--- src/rtl/median9_sort_scheduler.sv ---
// Median-of-row-medians over a 9x9 window. One 9-input sorter is reused for nine row passes and one final pass.
// Optional macro MEDIAN9_SCHED_MINMAX_EN adds win_min/win_max outputs.

module median9_sorter9 #(
  parameter int DW = 8
) (
  input  logic [8:0][DW-1:0] in_data,
`ifdef MEDIAN9_SCHED_MINMAX_EN
  output logic [DW-1:0]      min_o,
  output logic [DW-1:0]      max_o,
`endif
  output logic [DW-1:0]      mid_o
);

  logic [8:0][DW-1:0] s;
  logic [DW-1:0]      t;

  // Bubble network: every comparator is a plain compare-and-swap, so ties need no special handling.
  always_comb begin
    s = in_data;
    t = '0;
    for (int i = 0; i < 8; i++) begin
      for (int j = 0; j < 8 - i; j++) begin
        if (s[j] > s[j+1]) begin
          t      = s[j];
          s[j]   = s[j+1];
          s[j+1] = t;
        end
      end
    end
  end

  assign mid_o = s[4];
`ifdef MEDIAN9_SCHED_MINMAX_EN
  assign min_o = s[0];
  assign max_o = s[8];
`endif

endmodule

module median9_sort_scheduler #(
  parameter int DW = 8
) (
  input  logic             clk,
  input  logic             rst,
  input  logic             in_valid,
  output logic             in_ready,
  input  logic [81*DW-1:0] window,
  output logic             out_valid,
  input  logic             out_ready,
  output logic [DW-1:0]    median,
`ifdef MEDIAN9_SCHED_MINMAX_EN
  output logic [DW-1:0]    win_min,
  output logic [DW-1:0]    win_max,
`endif
  output logic             busy,
  output logic [3:0]       pass_idx
);

  typedef enum logic [1:0] {IDLE, ROW, FINAL, DONE} state_t;

  state_t state_q, state_d;

  logic [8:0][8:0][DW-1:0] win_q, win_d;
  logic [8:0][DW-1:0]      mid_q, mid_d;
  logic [3:0]              pass_q, pass_d;
  logic [DW-1:0]           median_q, median_d;
  logic                    out_valid_q, out_valid_d;

  logic [8:0][DW-1:0]      sort_in;
  logic [DW-1:0]           sort_mid;

`ifdef MEDIAN9_SCHED_MINMAX_EN
  logic [DW-1:0]           sort_min, sort_max;
  logic [DW-1:0]           win_min_q, win_min_d;
  logic [DW-1:0]           win_max_q, win_max_d;
`endif

  always_comb begin
    sort_in = mid_q;
    if (state_q == ROW) begin
      sort_in = win_q[pass_q];
    end
  end

  median9_sorter9 #(.DW(DW)) u_sorter (
    .in_data (sort_in),
`ifdef MEDIAN9_SCHED_MINMAX_EN
    .min_o   (sort_min),
    .max_o   (sort_max),
`endif
    .mid_o   (sort_mid)
  );

  always_ff @(posedge clk or posedge rst) begin
    if (rst) begin
      state_q <= IDLE;
    end else begin
      state_q <= state_d;
    end
  end

  always_comb begin
    state_d = state_q;
    case (state_q)
      IDLE:    if (in_valid)        state_d = ROW;
      ROW:     if (pass_q == 4'd8)  state_d = FINAL;
      FINAL:                        state_d = DONE;
      DONE:    if (out_ready)       state_d = IDLE;
      default:                      state_d = IDLE;
    endcase
  end

  always_comb begin
    in_ready = (state_q == IDLE);
    busy     = (state_q == ROW) || (state_q == FINAL);
  end

  // The window is captured only on acceptance, so later changes on the port cannot reach the result.
  always_comb begin
    win_d       = win_q;
    mid_d       = mid_q;
    pass_d      = pass_q;
    median_d    = median_q;
    out_valid_d = out_valid_q;
`ifdef MEDIAN9_SCHED_MINMAX_EN
    win_min_d   = win_min_q;
    win_max_d   = win_max_q;
`endif
    case (state_q)
      IDLE: begin
        if (in_valid) begin
          win_d  = window;
          pass_d = 4'd0;
        end
      end
      ROW: begin
        mid_d[pass_q] = sort_mid;
        pass_d        = pass_q + 4'd1;
`ifdef MEDIAN9_SCHED_MINMAX_EN
        if (pass_q == 4'd0) begin
          win_min_d = sort_min;
          win_max_d = sort_max;
        end else begin
          if (sort_min < win_min_q) win_min_d = sort_min;
          if (sort_max > win_max_q) win_max_d = sort_max;
        end
`endif
      end
      FINAL: begin
        median_d    = sort_mid;
        out_valid_d = 1'b1;
        pass_d      = 4'd0;
      end
      DONE: begin
        if (out_ready) out_valid_d = 1'b0;
      end
      default: ;
    endcase
  end

  always_ff @(posedge clk or posedge rst) begin
    if (rst) begin
      win_q       <= '0;
      mid_q       <= '0;
      pass_q      <= '0;
      median_q    <= '0;
      out_valid_q <= 1'b0;
`ifdef MEDIAN9_SCHED_MINMAX_EN
      win_min_q   <= '0;
      win_max_q   <= '0;
`endif
    end else begin
      win_q       <= win_d;
      mid_q       <= mid_d;
      pass_q      <= pass_d;
      median_q    <= median_d;
      out_valid_q <= out_valid_d;
`ifdef MEDIAN9_SCHED_MINMAX_EN
      win_min_q   <= win_min_d;
      win_max_q   <= win_max_d;
`endif
    end
  end

  assign out_valid = out_valid_q;
  assign median    = median_q;
  assign pass_idx  = pass_q;
`ifdef MEDIAN9_SCHED_MINMAX_EN
  assign win_min   = win_min_q;
  assign win_max   = win_max_q;
`endif

endmodule

--- config.mk ---
export PLATFORM = sky130hd
export DESIGN_NAME = median9_sort_scheduler
export DESIGN_NICKNAME = d
export VERILOG_FILES = /design/src/rtl/median9_sort_scheduler.sv
export SDC_FILE = /design/constraint.sdc
export NUM_CORES = 2
export LEC_CHECK = 0
export BUFFER_PORTS_ARGS = -buffer_cell sky130_fd_sc_hd__buf_4
export CAP_MARGIN = 20
export CELL_PAD_IN_SITES_DETAIL_PLACEMENT = 0
export CELL_PAD_IN_SITES_GLOBAL_PLACEMENT = 1
export CORE_ASPECT_RATIO = 0.6
export CORE_MARGIN = 4
export CORE_UTILIZATION = 46
export CTS_CLUSTER_SIZE = 12
export DETAILED_ROUTE_END_ITERATION = 8
export PLACE_DENSITY = 0.82
export SLEW_MARGIN = 20
export SYNTH_ARGS = -nofsm -noshare
export SYNTH_HDL_FRONTEND = slang
export SYNTH_HIERARCHICAL = 1
export SYNTH_SLANG_ARGS = --single-unit
--- constraint.sdc ---
create_clock -name clk -period 33.5 [get_ports clk]
set_clock_uncertainty 0.05 [all_clocks]
set_input_delay 0 -clock clk [delete_from_list [all_inputs] [get_ports clk]]
set_output_delay 0 -clock clk [all_outputs]
set_load 0.01 [all_outputs]
==> impl_results.md <==
- Result of the run: finished clean
- Placeable core area: between 90000 and 100000 um^2
- Area taken by multi-input logic gates: between 20000 and 30000 um^2
- Max incr delay on CP: about 0.76 ns
- Antenna violations before repair: 43
- Global-route wire length before repair: ~270000 um
- TritonCTS buffer count: 76
- Hold/Removal Path Class: input port to flip-flop
- Register-to-register setup slack: ~2.3 ns
- Max_slew headroom: around 16%
- Capture endpoint of the worst hold path: win_q[163]
- Leading cell type in the layout, fill and taps excluded: mux2_2
- Clock sink count: roughly 740
- Filler cells: between 7000 and 8000
- Sequential cell area: ~18000 um^2
- Violation count after the first detailed-routing iteration: 4178
- Pre-Repair DR Iteration Count: 5
- Synth Register Bits: about 740
- Most frequent cells in the layout: mux2_2, dlygate4sd3_1, dfrtp_1
- Endpoint class of the critical path: flip-flop
- Minimum clock period after layout: just over 30 ns
- Cells after synthesis: approximately 4300
- Transition time at the pin with the least slew margin: ~1.2 ns
- Summed negative setup slack over all endpoints: 0 ns
- Setup repair after global routing missed its margin: false
- Final routed wirelength across all metal layers: 186000 um
- Distinct cells, synth: ~110
- Insertion delay to the later sink of the worst-skew pair: about 0.69 ns
- CTS H-tree lvls: 3
- Number of enable flip-flop cells after synthesis: 0
- Top-level I/O count: between 600 and 700
- Maximum buffer depth of the clock tree: 3
- Most common cell on crit path: a21oi_1
- Number of I/O port buffers: about 670
- Global-route usage over all layers: between 30 and 40%
- Wire length per cell: 26.7 um
- Post-route fraction of the period consumed by the critical path: 93.1%
- Critical path data required time: between 30 and 40 ns
- Relative area change from synthesis to final layout: 34.5%
- Clock transition at the registers of the reported paths: approximately 0.07 ns
- Capture instance of the worst register-to-register path: median[0]
- Primary flip-flop cell chosen by synthesis mapping: dfrtp_1
- Worst setup SP type: flip-flop
- Launch instance of the worst register-to-register path: state_q[1]
- Die height: 254 um
- Final hold violation count: 0
- Die area: between 100000 and 150000 um^2
- Final setup vio count: 0
- Worst Path Class, Setup: flip-flop to flip-flop
- Starting utilization of the core area: about 47%
- Pins Over Slew Limit: 0
- Post-synthesis cell area: between 40000 and 50000 um^2
- DRC viols: 0
- Layout cell share with drive strength beyond 1: a little under a third
- Hold path start: window[163]
- DIE WIDTH: approximately 420 um
- Average cell area after synthesis: 10.8 um^2
- Endpoint arrival time on the critical path: roughly 32 ns
- Worst Hold Path Cells: 3
- Placer's final routability congestion estimate: about 1.0
- Standard-cell rows: between 80 and 90
- Crit path max-delay cell type: a31oi_1
- Cell at the root of the clock tree: clkbuf_16
- Sequential area share after synthesis: between 30% and 40%
- Antenna-violating nets left: 0
- Max-cap viol count: 0
- Layout Nets: ~6500
- Largest driver fanout on the critical path: 43
- TritonCTS clock tree: done
- Synthesized Nets: between 5000 and 6000
- Post-DP HPWL: 133000 um
- Via count of the first global-routing pass: roughly 41000
- FMAX: roughly 0.032 GHz
- Warnings, synthesis: 6
- Via Count: between 40000 and 50000
- Largest net degree at the start of global routing: about 190
- Share of async-settable or async-resettable flops after synthesis: 100%
- Worst r2r path cells: roughly 130
- Detail-routed via count per cell: a little under 6
- Remaining global-route overflow: 0
## cell type report
type                       instances  share of cell area (%)
tap                             1319                    2.66
timing repair buffer            1459                    20.7
antenna                           46                   0.185
inverter                         216                    1.32
sequential                       735                    29.6
clock buffer                     100                    3.25
multi-input combinational       3104                    41.8
clock inverter                    16                   0.461
## cell usage after synthesis (all sizes together), types with 91 or more instances
cell | number | share of area (%)
ha | 213 | 5.8
nor2b | 102 | 1.4
mux2i | 391 | 8.5
dfrtp | 735 | 40
inv | 216 | 1.8
mux2 | 850 | 21
a21oi | 159 | 1.8
buf | 147 | 1.7
nor2 | 134 | 1.1
o21ai | 239 | 2.7
nand2 | 295 | 2.4
clkbuf | 94 | 0.76
a31oi | 91 | 1.2
## metal layers
layer / vias up / track usage [%] / share of wire, %
li1: 18200 / - / -
met1: 20300 / 46.6 / 43
met2: 1757 / 51.0 / 43
met3: 389 / 11.5 / 9.9
met4: 8 / 12.2 / 3.7
met5: - / 0 / 0.025
## flip-flops by register name (all words and copies together) (netlist names)
| name | flops |
|---|---|
| median | 8 |
| mid_q | 72 |
| out_valid | 1 |
| pass_idx | 4 |
| state_q | 2 |
| win_q | 648 |
## worst max path at each step
stage                     from   endpoint  slack [ns]
global placement    state_q[1]  mid_q[26]        3.01
CTS                 state_q[1]  mid_q[10]        2.17
finish              state_q[1]  median[0]        2.32
floorplan           state_q[1]   mid_q[0]        6.80
global route        state_q[1]   mid_q[0]        0.13
detailed placement  state_q[1]  mid_q[10]        2.30
## worst max-delay path, delay by kind of cell, from the launching register on
family	cells	cell delay, ns
buffers and inverters	13	2.54
multiplexers	11	3.57
adder cells (fa/ha/maj)	13	4.42
AND/OR/NAND/NOR	24	4.13
AO/OA/AOI/OAI	67	15.91
flip-flops	1	0.40
## through the flow
step | worst slack (ns) | instances | cell area [um^2] | hold WS, ns | util, %
2_1_floorplan | 6.80 | 4296 | 46200 | 0.101 | -
3_3_place_gp | 3.01 | 6097 | 52300 | 0.101 | 52.8
3_5_place_dp | 2.30 | 6097 | 52300 | 0.0984 | 52.8
4_1_cts | 2.17 | 6949 | 61900 | 0.000681 | 62.6
5_1_grt | 0.132 | 6990 | 62100 | 0.0107 | 62.8
6_report | 2.32 | 6995 | 62100 | 0.0291 | 62.8
## repair_timing
item,4_1_cts,5_1_grt
buffers inserted,0,0
endpoints found under the hold margin,744,0
gates resized for setup,0,12
hold buffers,736,0
endpoints found under the setup margin,0,80
## logic make-up (layout without fill, tap and decap cells)
| group | after synthesis | after routing | share of synthesized area [%] |
|---|---|---|---|
| mux | 1241 | 1241 | 29.2 |
| simple gates | 859 | 859 | 9.39 |
| compound gates | 769 | 769 | 11.1 |
| flops | 735 | 735 | 39.8 |
| buf+inv | 457 | 1791 | 4.22 |
| fa+ha+maj | 221 | 221 | 5.94 |
| xor+xnor | 14 | 14 | 0.265 |
| other cells | 0 | 46 | 0 |
Power is left out: the tool's default activity adds up to more than one toggle a clock period on the data nets, which glitch-free logic cannot reach.
